**config.mk**
```make
export PLATFORM = sky130hd
export DESIGN_NAME = aes_round_sequencer_flat
export DESIGN_NICKNAME = d
export VERILOG_FILES = /design/src/rtl/aes_round_sequencer_if.sv /design/src/rtl/aes_round_sequencer.sv /design/src/flat_wrapper.sv
export SDC_FILE = /design/constraint.sdc
export NUM_CORES = 1
export LEC_CHECK = 0
export BUFFER_PORTS_ARGS = -buffer_cell sky130_fd_sc_hd__buf_2
export CAP_MARGIN = 5
export CORE_MARGIN = 2
export CORE_UTILIZATION = 53
export DETAILED_ROUTE_END_ITERATION = 8
export PLACE_DENSITY_LB_ADDON = 0.2
export SKIP_CTS_REPAIR_TIMING = 1
export SLEW_MARGIN = 25
export SYNTH_ARGS = -nofsm -noshare
export SYNTH_HDL_FRONTEND = slang
export SYNTH_SLANG_ARGS = --single-unit
```
**constraint.sdc**
```tcl
create_clock -name clk -period 3.2 [get_ports clk]
set_input_delay 0.16 -clock clk [delete_from_list [all_inputs] [get_ports clk]]
set_output_delay 0.16 -clock clk [all_outputs]
set_load 0.01 [all_outputs]
```
**src/rtl/aes_round_sequencer_if.sv**
```systemverilog
// Control/handshake bundle between the AES top-level controller and the round sequencer.
// master = controller side, slave = sequencer side.
interface aes_round_sequencer_if;
    logic       start;
    logic       opt_mode;
    logic       key_ready;
    logic       abort;
    logic       out_ready;
    logic       busy;
    logic       load_state;
    logic       round_en;
    logic [1:0] col_sel;
    logic [3:0] round_idx;
    logic [3:0] key_idx;
    logic       final_round;
    logic       out_valid;
    logic       enc_done;
    logic       start_err;

    modport master (
        output start, opt_mode, key_ready, abort, out_ready,
        input  busy, load_state, round_en, col_sel, round_idx, key_idx,
               final_round, out_valid, enc_done, start_err
    );

    modport slave (
        input  start, opt_mode, key_ready, abort, out_ready,
        output busy, load_state, round_en, col_sel, round_idx, key_idx,
               final_round, out_valid, enc_done, start_err
    );
endinterface

```
**src/rtl/aes_round_sequencer.sv**
```systemverilog
// Iterative AES round scheduler: waits for the key schedule, issues the initial load,
// steps the column-serial datapath through NUM_ROUNDS rounds and holds the result.
module aes_round_sequencer #(
    parameter int unsigned NUM_ROUNDS   = 10,
    parameter int unsigned ROUND_CYCLES = 4
) (
    input logic                 clk,
    input logic                 n_rst,
    aes_round_sequencer_if.slave bus
);

    typedef enum logic [2:0] {
        S_IDLE,
        S_KEY_WAIT,
        S_LOAD,
        S_ROUND,
        S_HOLD
    } state_t;

    localparam logic [3:0] LAST_ROUND = 4'(NUM_ROUNDS);
    localparam logic [1:0] LAST_COL   = 2'(ROUND_CYCLES - 1);

    state_t     state;
    logic [3:0] round_cnt;
    logic [1:0] col_cnt;
    logic       mode_q;
    logic       start_err_q;
    logic       done_pend;
    logic       accept_start;

    // Start is taken only from IDLE or on the HOLD handshake cycle, and abort always wins.
    assign accept_start = bus.start && !bus.abort &&
                          ((state == S_IDLE) || ((state == S_HOLD) && bus.out_ready));

    always_ff @(posedge clk or negedge n_rst) begin
        if (!n_rst) begin
            state       <= S_IDLE;
            round_cnt   <= '0;
            col_cnt     <= '0;
            mode_q      <= 1'b0;
            start_err_q <= 1'b0;
            done_pend   <= 1'b0;
        end else begin
            start_err_q <= bus.start && !accept_start;
            done_pend   <= 1'b0;
            if (bus.abort) begin
                state     <= S_IDLE;
                round_cnt <= '0;
                col_cnt   <= '0;
            end else begin
                unique case (state)
                    S_IDLE: begin
                        if (accept_start) begin
                            mode_q <= bus.opt_mode;
                            state  <= bus.key_ready ? S_LOAD : S_KEY_WAIT;
                        end
                    end
                    S_KEY_WAIT: begin
                        if (bus.key_ready) state <= S_LOAD;
                    end
                    S_LOAD: begin
                        round_cnt <= 4'd1;
                        col_cnt   <= '0;
                        state     <= S_ROUND;
                    end
                    S_ROUND: begin
                        if (col_cnt == LAST_COL) begin
                            col_cnt <= '0;
                            if (round_cnt == LAST_ROUND) begin
                                round_cnt <= '0;
                                done_pend <= 1'b1;
                                state     <= S_HOLD;
                            end else begin
                                round_cnt <= round_cnt + 4'd1;
                            end
                        end else begin
                            col_cnt <= col_cnt + 2'd1;
                        end
                    end
                    S_HOLD: begin
                        if (bus.out_ready) begin
                            if (accept_start) begin
                                mode_q <= bus.opt_mode;
                                state  <= bus.key_ready ? S_LOAD : S_KEY_WAIT;
                            end else begin
                                state <= S_IDLE;
                            end
                        end
                    end
                    default: state <= S_IDLE;
                endcase
            end
        end
    end

    always_comb begin
        bus.busy        = (state != S_IDLE);
        bus.load_state  = 1'b0;
        bus.round_en    = 1'b0;
        bus.col_sel     = '0;
        bus.round_idx   = '0;
        bus.key_idx     = '0;
        bus.final_round = 1'b0;
        bus.out_valid   = 1'b0;
        bus.enc_done    = 1'b0;
        bus.start_err   = start_err_q;
        unique case (state)
            S_LOAD: begin
                bus.load_state = 1'b1;
                bus.key_idx    = mode_q ? LAST_ROUND : '0;
            end
            S_ROUND: begin
                bus.round_en    = 1'b1;
                bus.col_sel     = col_cnt;
                bus.round_idx   = round_cnt;
                bus.key_idx     = mode_q ? (LAST_ROUND - round_cnt) : round_cnt;
                bus.final_round = (round_cnt == LAST_ROUND);
            end
            S_HOLD: begin
                bus.out_valid = 1'b1;
                bus.enc_done  = done_pend;
            end
            default: ;
        endcase
    end

endmodule

```
**src/flat_wrapper.sv**
```systemverilog
// flat-port wrapper written by rule: the top's interface ports become plain ports
module aes_round_sequencer_flat 
#(
    parameter int unsigned NUM_ROUNDS   = 10,
    parameter int unsigned ROUND_CYCLES = 4
)
  (clk, n_rst, bus_start, bus_opt_mode, bus_key_ready, bus_abort, bus_out_ready, bus_busy, bus_load_state, bus_round_en, bus_col_sel, bus_round_idx, bus_key_idx, bus_final_round, bus_out_valid, bus_enc_done, bus_start_err);
  aes_round_sequencer_if bus_i ();
  input logic clk;
  input logic n_rst;
  input wire logic [$bits(bus_i.start)-1:0] bus_start;
  input wire logic [$bits(bus_i.opt_mode)-1:0] bus_opt_mode;
  input wire logic [$bits(bus_i.key_ready)-1:0] bus_key_ready;
  input wire logic [$bits(bus_i.abort)-1:0] bus_abort;
  input wire logic [$bits(bus_i.out_ready)-1:0] bus_out_ready;
  output wire logic [$bits(bus_i.busy)-1:0] bus_busy;
  output wire logic [$bits(bus_i.load_state)-1:0] bus_load_state;
  output wire logic [$bits(bus_i.round_en)-1:0] bus_round_en;
  output wire logic [$bits(bus_i.col_sel)-1:0] bus_col_sel;
  output wire logic [$bits(bus_i.round_idx)-1:0] bus_round_idx;
  output wire logic [$bits(bus_i.key_idx)-1:0] bus_key_idx;
  output wire logic [$bits(bus_i.final_round)-1:0] bus_final_round;
  output wire logic [$bits(bus_i.out_valid)-1:0] bus_out_valid;
  output wire logic [$bits(bus_i.enc_done)-1:0] bus_enc_done;
  output wire logic [$bits(bus_i.start_err)-1:0] bus_start_err;
  assign bus_i.start = bus_start;
  assign bus_i.opt_mode = bus_opt_mode;
  assign bus_i.key_ready = bus_key_ready;
  assign bus_i.abort = bus_abort;
  assign bus_i.out_ready = bus_out_ready;
  assign bus_busy = bus_i.busy;
  assign bus_load_state = bus_i.load_state;
  assign bus_round_en = bus_i.round_en;
  assign bus_col_sel = bus_i.col_sel;
  assign bus_round_idx = bus_i.round_idx;
  assign bus_key_idx = bus_i.key_idx;
  assign bus_final_round = bus_i.final_round;
  assign bus_out_valid = bus_i.out_valid;
  assign bus_enc_done = bus_i.enc_done;
  assign bus_start_err = bus_i.start_err;
  aes_round_sequencer #(.NUM_ROUNDS(NUM_ROUNDS), .ROUND_CYCLES(ROUND_CYCLES)) u_core (.clk(clk), .n_rst(n_rst), .bus(bus_i));
endmodule
```
==> results of run 1 <==
layout by cell type (no fill, tap or decap), types with 2 or more instances in the layout:
cell and instances:
buf_2 23, dfrtp_1 12, inv_1 7, nor2_1 6
and3_1 5, nand2_1 5, a21oi_1 5, nand2b_1 3
nor3_1 3, nand3b_1 3, nand3_1 3, ha_1 3
clkbuf_4 3, o2bb2ai_1 2, and4bb_2 2, o211ai_1 2
o211ai_2 2
sequential cells by signal (all words and copies together) (netlist names):
register,count
u_core.bus.start_err,1
u_core.mode_q,1
u_core.round_cnt,4
u_core.done_pend,1
u_core.col_cnt,2
u_core.state,3
per-stage QoR:
step / hold WS (ps) / util (%) / std cells / setup WS (ps) / instance area (um2)
final: 118.6 / 63.62 / 146 / 1187 / 1122
after global routing: 120.8 / 63.62 / 146 / 1091 / 1122
after CTS: -223.7 / 63.05 / 145 / 1214 / 1112
after detailed placement: 71.17 / 61.77 / 142 / 1509 / 1090
after global placement: 60.94 / 61.77 / 142 / 1565 / 1090
after floorplan: -135.6 / - / 101 / 1834 / 1015
layer usage:
| metal | share of wire [%] | vias to the layer above |
|---|---|---|
| met4 | 1.4 | 0 |
| li1 | - | 407 |
| met3 | 5.0 | 5 |
| met1 | 47 | 407 |
| met2 | 47 | 26 |
| met5 | 0 | - |
layout make-up:
cell class / instances / area share (%)
Timing Repair Buffer: 24 / 11.15
Tap cell: 25 / 2.787
Clock buffer: 3 / 2.007
Inverter: 8 / 2.676
Multi-Input combinational cell: 74 / 54.63
Sequential cell: 12 / 26.76
path summary, 6_finish.rpt:
kind	end	depth (start not counted)	slack [ps]	startpoint
worst max-delay path	bus_key_idx[3]	3	1190	u_core.state[1]$_DFFE_PN0P_
worst min-delay path	u_core.mode_q$_DFFE_PN0P_	2	120	bus_opt_mode
worst max register to register	u_core.state[1]$_DFFE_PN0P_	3	1490	u_core.state[1]$_DFFE_PN0P_
worst min register to register	u_core.col_cnt[1]$_DFFE_PN0P_	2	550	u_core.col_cnt[1]$_DFFE_PN0P_
max in group asynchronous	u_core.bus.start_err$_DFF_PN0_	2	2650	n_rst
min in group asynchronous	u_core.state[0]$_DFFE_PN0P_	2	310	n_rst
cell families (layout without fill, tap and decap cells):
family	count (synthesis)	count (layout)	synth area share [%]
AOI/OAI and AO/OA	25	25	24.04
and+or+nand+nor	44	44	30.33
buffers and inverters	15	35	9.987
adders and majority gates	3	3	3.700
xor gates and xnor gates	1	1	0.8633
DFF	12	12	29.59
muxes	1	1	1.479
critical path: cells and delay by family, from the launching register on:
kind | cells | cell delay (ps)
AOI/OAI and AO/OA | 1 | 230
buffers and inverters | 1 | 120
DFF | 1 | 720
and+or+nand+nor | 1 | 500
report_power, final:
| group | internal (mW) | switching (mW) | total, mW |
|---|---|---|---|
| clock | 0.0436 | 0.0510 | 0.0946 |
| combinational | 0.0429 | 0.0477 | 0.0906 |
| sequential | 0.160 | 0.0244 | 0.184 |
==> results.yml, run 1 <==
status:
  status: "completed"
power_and_ir_drop:
  ir_drop_mv: 0.1786
  power.density_nw_per_um2: 329.4
  total_leakage_power_nw: 0.5917
  power_uw: 369.7
detailed_routing:
  via_count: 845
  routed_wl_um: 2220
  route.antenna.remaining_nets: 0
  routed_via_density: 5.788
  drt-initial-drc-count: 20
  drt-wirelength-per-cell_um: 15.21
  drt_pass1_iterations: 4
  drc_errors: 0
sta:
  drv_slew: 0
  setup_viol: 0
  worst_pin_slew_ps: 738.1
  finClkSkew_ps: 3.350
  period_share_pct: 62.91
  slew_headroom_pct: 50.79
  rsz0062_at_grt: "no"
  fin_setup_tns_ps: 0
  fmax_mhz: 496.8
  layout_min_cycle_time_ps: 2013
  hold_viol: 0
job:
  cap_viol_max_count: 0
finish:
  syn_to_final_growth_pct: 10.60
  multi_input_area_um2: 613.1
  antenna_cells: 0
  drive_above_1_share_pct: 35.54
  ff_latch_area_um2: 300.3
  fillers: 170
  fin_nets: 133
logic_synthesis:
  syn_inst: 101
  synth_warnings: 0
  ys_seq_elements: 12
  async_flop_share_pct: 100.0
  ys_seq_area_share_pct: 29.59
  postSynthAreaPerCell_um2: 10.05
  synthDistinctLibCells: 50
  synth_nets: 111
  yosys.cell_count.top_type: "dfrtp_1"
  synthTopCellsByArea: "dfrtp_1, buf_6, ha_1"
  ys.flop_type: "dfrtp_1"
  yosysTopAreaCell: "dfrtp_1"
  yosys-top-cells-count: "dfrtp_1, inv_1, nor2_1"
  synth_edf_count: 0
  syn_area_um2: 1015
  synth_top_area_share_pct: 29.59
global_routing:
  grt.total_usage_pct: 21.86
  antenna_found_initial: 0
  grt_max_degree: 22
  use_met2_pct: 34.93
  top_usage_layer: "met2"
  grt_pass1_wl_um: 3456
  first_global_vias: 771
  grt_overflow: 0
  grtUsageMet1_pct: 30.41
  grt_util_met3_pct: 2.264
clocking:
  cts_tree: "built"
  root_buffer: "clkbuf_4"
  insertion_delay_ps: 270
  path_clk_slew_ps: 80
  clockBufferDepth: 2
  numCtsBuffers: 3
  h-tree-depth: 1
  cts.sinks: 12
worst_setup_path:
  max_stage_delay_ps: 720
  crit_slowest_cell: "dfrtp_1"
  cp_max_fo: 14
  critical_path.endpoint_type: "output port"
  startpoint_type: "flip-flop"
  worstPathRequired_ps: 3040
  arrival_ps: 1850
  path_class: "reg2out"
  crit_chain: "and2b_1, a32o_1, buf_2"
placed_design:
  dpl.hpwl_um: 1579
  place_congestion: 0.8180
  port_buffers: 23
floorplanning:
  core_area_um2: 1764
  die_h_um: 47.76
  die_area_um2: 2281
  rows: 15
  io-pin-count: 24
  floorplan.initialDensity_pct: 57.52
  die_w_um: 47.76
hold_path:
  hold_class: "in2reg"
Power figures use the tool's default switching activity.
==> run 2: changes to the inputs <==
Settings changed: ABC_AREA set to 1, CORE_UTILIZATION 53 to 51.
Clock period 3.2 ns to 2 ns, I/O delays scaled along.
==> run 2 against run 1 <==
Against the previous run: clock-buffer cell count rose by 1; via count down 1.5%; sequential share of layout area rose by 1.2 points; non-clock buffer count did not move; first-iteration DRC count is 20% lower; synthesized cell count is 25% higher; clock power grew 110%; routed wire length is 15% lower; combinational power increased to 5.4 times the previous value; synthesized area is 11% lower; sequential power is 90% higher; critical endpoint unchanged.
==> results.yml, run 2 <==
status:
  status: "completed"
global_routing:
  grt_pass1_wl_um: 3201
  grt_max_degree: 13
  antenna_found_initial: 0
  grt_overflow: 0
  first_global_vias: 755
  grt.total_usage_pct: 20.95
logic_synthesis:
  postSynthAreaPerCell_um2: 7.130
  synth_edf_count: 0
  yosysTopAreaCell: "dfrtp_1"
  synthDistinctLibCells: 22
  synth_warnings: 0
  synth_top_area_share_pct: 33.43
  syn_area_um2: 898.4
  synthTopCellsByArea: "dfrtp_1, inv_1, nand2_1"
  async_flop_share_pct: 100.0
  syn_inst: 126
  yosys-top-cells-count: "inv_1, nand2_1, nor2_1"
  ys_seq_area_share_pct: 33.43
  ys_seq_elements: 12
  ys.flop_type: "dfrtp_1"
  synth_nets: 136
finish:
  layoutNonFillerInstCount: 170
  ff_latch_area_um2: 300.3
  multi_input_area_um2: 474.2
  fillers: 146
  mostFrequentLayoutCells: "inv_1, nand2_1, buf_2"
  largest-register: "u_core.round_cnt"
  antenna_cells: 0
  reg_top3: "u_core.round_cnt: 4 flops, u_core.state: 3 flops, u_core.col_cnt: 2 flops"
  syn_to_final_growth_pct: 19.50
  drive_above_1_share_pct: 28.76
  largest_reg_flops: 4
  fin_nets: 164
worst_setup_path:
  crit_slowest_cell: "dfrtp_1"
  worstPathRequired_ps: 1900
  startpoint_type: "flip-flop"
  critPathLaunch: "u_core.state[2]$_DFFE_PN0P_"
  r2r_end: "u_core.round_cnt[1]$_DFFE_PN0P_"
  arrival_ps: 1560
  critical-path-top-delay-family: "flip-flops"
  crit_buf_inv: 2
  rr_worst_depth: 8
  r2r_slack_ps: 540
  max_stage_delay_ps: 490
  rr_startpoint: "u_core.state[2]$_DFFE_PN0P_"
  cpMostUsedCell: "o21ai_0"
  crit_chain: "inv_2, nand3_4, a21oi_1, o21ai_0, o21ai_0, buf_2"
  path_class: "reg2out"
  cp_max_fo: 10
  critical_path.endpoint_type: "output port"
floorplanning:
  die_area_um2: 2113
  floorplan.initialDensity_pct: 53.19
  die_w_um: 45.97
  io-pin-count: 24
  die_h_um: 45.97
  rows: 15
  core_area_um2: 1689
clocking:
  root_buffer: "clkbuf_4"
  h-tree-depth: 1
  cts.sinks: 12
  cts_tree: "built"
  clockBufferDepth: 2
  numCtsBuffers: 3
  insertion_delay_ps: 270
  path_clk_slew_ps: 90
sta:
  rsz0062_at_grt: "no"
  worst_pin_slew_ps: 289.8
  setup_viol: 0
  drv_slew: 0
  slew_headroom_pct: 80.68
  fmax_mhz: 603.9
  fin_setup_tns_ps: 0
  hold_viol: 0
  finClkSkew_ps: 2.735
  setup_ws_ps: 344.1
  whs_ps: 45.15
  period_share_pct: 82.79
  layout_min_cycle_time_ps: 1656
power_and_ir_drop:
  total_leakage_power_nw: 0.6505
  ir_drop_mv: 0.6999
  power.density_nw_per_um2: 972.5
  power_mw: 1.044
placed_design:
  dpl.hpwl_um: 1518
  port_buffers: 23
  place_congestion: 0.8760
  pre_cts_ws_ps: 570.7
  placed_cells: 165
job:
  cap_viol_max_count: 0
detailed_routing:
  dr_wl_met3_um: 67
  drt_pass1_iterations: 4
  routed_via_density: 4.894
  via_count: 832
  drt-met1-wl_um: 883
  wl_met2_um: 915
  drc_errors: 0
  drt-initial-drc-count: 16
  drt-wirelength-per-cell_um: 11.06
  route.antenna.remaining_nets: 0
  routed_wl_um: 1881
  top_layer: "met4"
hold_path:
  hold_start: "bus_start"
  hold_class: "in2reg"
  min_path_cells: 3
  hold_path_end: "u_core.bus.start_err$_DFF_PN0_"
run 2: changes by cell type after synthesis, sizes merged, moves of 5 or more:
| cell | previous run | this run |
|---|---|---|
| and3 | 5 | 0 |
| inv | 8 | 31 |
| nor2 | 7 | 15 |
| buf | 6 | 1 |
| nand3 | 3 | 13 |
| o21ai | 2 | 13 |
| nand2 | 5 | 29 |
run 2: how the worst max path moves through the flow:
stage | to | slack [ps] | cells after the start
2_1_floorplan | u_core.round_cnt[1]$_DFFE_PN0P_ | 720 | 8
3_3_place_gp | u_core.round_cnt[1]$_DFFE_PN0P_ | 560 | 8
3_5_place_dp | u_core.round_cnt[1]$_DFFE_PN0P_ | 570 | 8
4_1_cts | bus_key_idx[3] | 340 | 6
5_1_grt | bus_key_idx[3] | 180 | 6
6_report | bus_key_idx[3] | 340 | 6
run 2: kinds of logic after synthesis:
logic type      after synthesis  synth area share (%)
buf+inv                      32                 13.79
fa+ha+maj                     3                 4.179
xor+xnor                      1                0.9751
compound gates               19                 14.07
flops                        12                 33.43
simple gates                 59                 33.57
run 2: worst min-delay path, stage by stage:
cell and delay [ps]:
buf_2 100, nand2_1 50, inv_1 40
run 2: layout make-up:
| class | instances | area share, % |
|---|---|---|
| repair buffers | 24 | 11.66 |
| clock buffers | 4 | 3.380 |
| flip-flops and latches | 12 | 27.97 |
| inverters | 31 | 10.84 |
| multi-input cells | 82 | 44.17 |
| well taps | 17 | 1.981 |
run 2: per-stage QoR:
step,instance area [um2],utilization (%)
global route,1074,63.56
detailed placement,1027,60.81
CTS,1064,62.96
finish,1074,63.56
global placement,1027,60.81
floorplan,898.4,-
run 2: report_power, final:
group | leakage, nW | internal [mW] | switching [mW]
sequential | 0.159 | 0.288 | 0.0610
combinational | 0.471 | 0.177 | 0.315
clock | 0.0210 | 0.111 | 0.0922
total | 0.650 | 0.576 | 0.468
run 2: layer usage:
layer	up-vias	global-route usage (%)
met4	0	6.857
met3	2	3.571
met5	-	0
met2	13	34.72
li1	445	-
met1	372	27.29
==> run 3: changes to the inputs <==
Clock period 2 ns to 1.7 ns, I/O delays scaled along.
==> run 3 against run 2 <==
Against the previous run: clock power rose by 16%; total power rose by 19%; via count rose by 1.6%; first-iteration DRC count fell by 13%; clock skew fell by 1.5 ps; critical path type unchanged.
==> results.yml, run 3 (same netlist as run 2, synthesis figures left out) <==
worst_setup_path:
  startpoint_type: "flip-flop"
  critPathLaunch: "u_core.round_cnt[0]$_DFFE_PN0P_"
  path_class: "reg2out"
  rr_startpoint: "u_core.state[2]$_DFFE_PN0P_"
  critical_path.endpoint_type: "output port"
  arrival_ps: 1490
  worstPathRequired_ps: 1620
  cp_max_fo: 5
floorplanning:
  rows: 15
  die_h_um: 45.97
  die_w_um: 45.97
  floorplan.initialDensity_pct: 53.19
  io-pin-count: 24
  die_area_um2: 2113
  core_area_um2: 1689
placed_design:
  placed_cells: 165
  port_buffers: 23
  dpl.hpwl_um: 1482
  place_congestion: 0.8808
detailed_routing:
  drt-wirelength-per-cell_um: 11.09
  route.antenna.remaining_nets: 0
  drc_errors: 0
  routed_via_density: 4.913
  drt-met1-wl_um: 912
  drt-initial-drc-count: 14
  drt_pass1_iterations: 4
  routed_wl_um: 1908
  wl_met2_um: 909
  dr_wl_met3_um: 71
  top_layer: "met4"
  via_count: 845
sta:
  slew_headroom_pct: 81.05
  fin_setup_tns_ps: 0
  hold_viol: 0
  drv_slew: 0
  layout_min_cycle_time_ps: 1577
  rsz0062_at_grt: "no"
  fmax_mhz: 634.0
  period_share_pct: 92.78
  worst_pin_slew_ps: 284.3
  setup_viol: 0
  finClkSkew_ps: 1.222
finish:
  mostFrequentLayoutCells: "inv_1, nand2_1, buf_2"
  fillers: 164
  largest-register: "u_core.round_cnt"
  fin_nets: 166
  antenna_cells: 0
  layoutNonFillerInstCount: 172
  largest_reg_flops: 4
  reg_top3: "u_core.round_cnt: 4 flops, u_core.state: 3 flops, u_core.col_cnt: 2 flops"
  syn_to_final_growth_pct: 21.31
  drive_above_1_share_pct: 30.32
  final_util_pct: 64.52
power_and_ir_drop:
  total_leakage_power_nw: 0.6572
  ir_drop_mv: 0.6243
  p_seq_share_pct: 33.3
  clkPwrFrac_pct: 19.0
  switching_share_pct: 44.55
  power.density_nw_per_um2: 1141
  switchingPower_uw: 553.8
  p_comb_share_pct: 47.7
  intPower_uw: 689.3
global_routing:
  grt.total_usage_pct: 20.18
  first_global_vias: 702
  antenna_found_initial: 0
  grt_overflow: 0
  grt_pass1_wl_um: 3015
  grt_max_degree: 13
clocking:
  cts_tree: "built"
  path_clk_slew_ps: 80
  insertion_delay_ps: 270
  root_buffer: "clkbuf_4"
  cts.sinks: 12
  numCtsBuffers: 3
  h-tree-depth: 1
  clockBufferDepth: 2
hold_path:
  hold_class: "in2reg"
  hold_start: "bus_start"
job:
  cap_viol_max_count: 0
status:
  status: "completed"
==> run 3: per-stage QoR <==
step	hold WS [ps]	setup slack, ps	cell area (um2)	power [mW]
5_1_grt	49.21	8.247	1090	1.358
4_1_cts	-322.1	55.56	1064	1.233
3_5_place_dp	-15.14	259.6	1027	0.9932
2_1_floorplan	-210.6	419.4	898.4	0.8337
3_3_place_gp	-15.44	257.9	1027	0.9803
6_report	40.64	122.8	1090	1.243
==> run 3: critical path, cell delays in order, from the launching register on <==
cell and delay [ps]:
dfrtp_1 440, inv_1 70, ha_1 300, o21ai_0 180, o22ai_1 80, buf_2 140
==> run 3: layout make-up <==
type                    count  area, um2  share of cell area (%)
repair buffers             26      140.1                   12.86
multi-input cells          82      474.2                   43.51
inverters                  31      116.4                   10.68
flip-flops and latches     12      301.5                   27.67
well taps                  17      21.27                   1.952
clock buffers               4      36.28                   3.329
==> run 3: power groups by stage <==
stage                     logic (mW)  registers (mW)  clock network, mW
after global placement         0.567           0.413                  0
after detailed placement       0.576           0.418                  0
after CTS                      0.579           0.411              0.243
after floorplan                0.430           0.404                  0
final                          0.593           0.414              0.236
after global routing           0.678           0.419              0.261
==> run 3: worst paths after layout <==
check	cells past startpoint	endpoint	slack [ps]
max	5	bus_key_idx[1]	120
min	3	u_core.bus.start_err$_DFF_PN0_	40
max reg2reg	9	u_core.round_cnt[1]$_DFFE_PN0P_	170
min reg2reg	2	u_core.col_cnt[1]$_DFFE_PN0P_	580
max in group asynchronous	2	u_core.state[2]$_DFFE_PN0P_	1250
min in group asynchronous	2	u_core.round_cnt[1]$_DFFE_PN0P_	210
==> run 3: per-layer routing <==
layer / track usage (%) / up-vias
li1: - / 451
met1: 27.34 / 374
met2: 31.11 / 18
met3: 3.571 / 2
met4: 8.571 / 0
met5: 0 / -
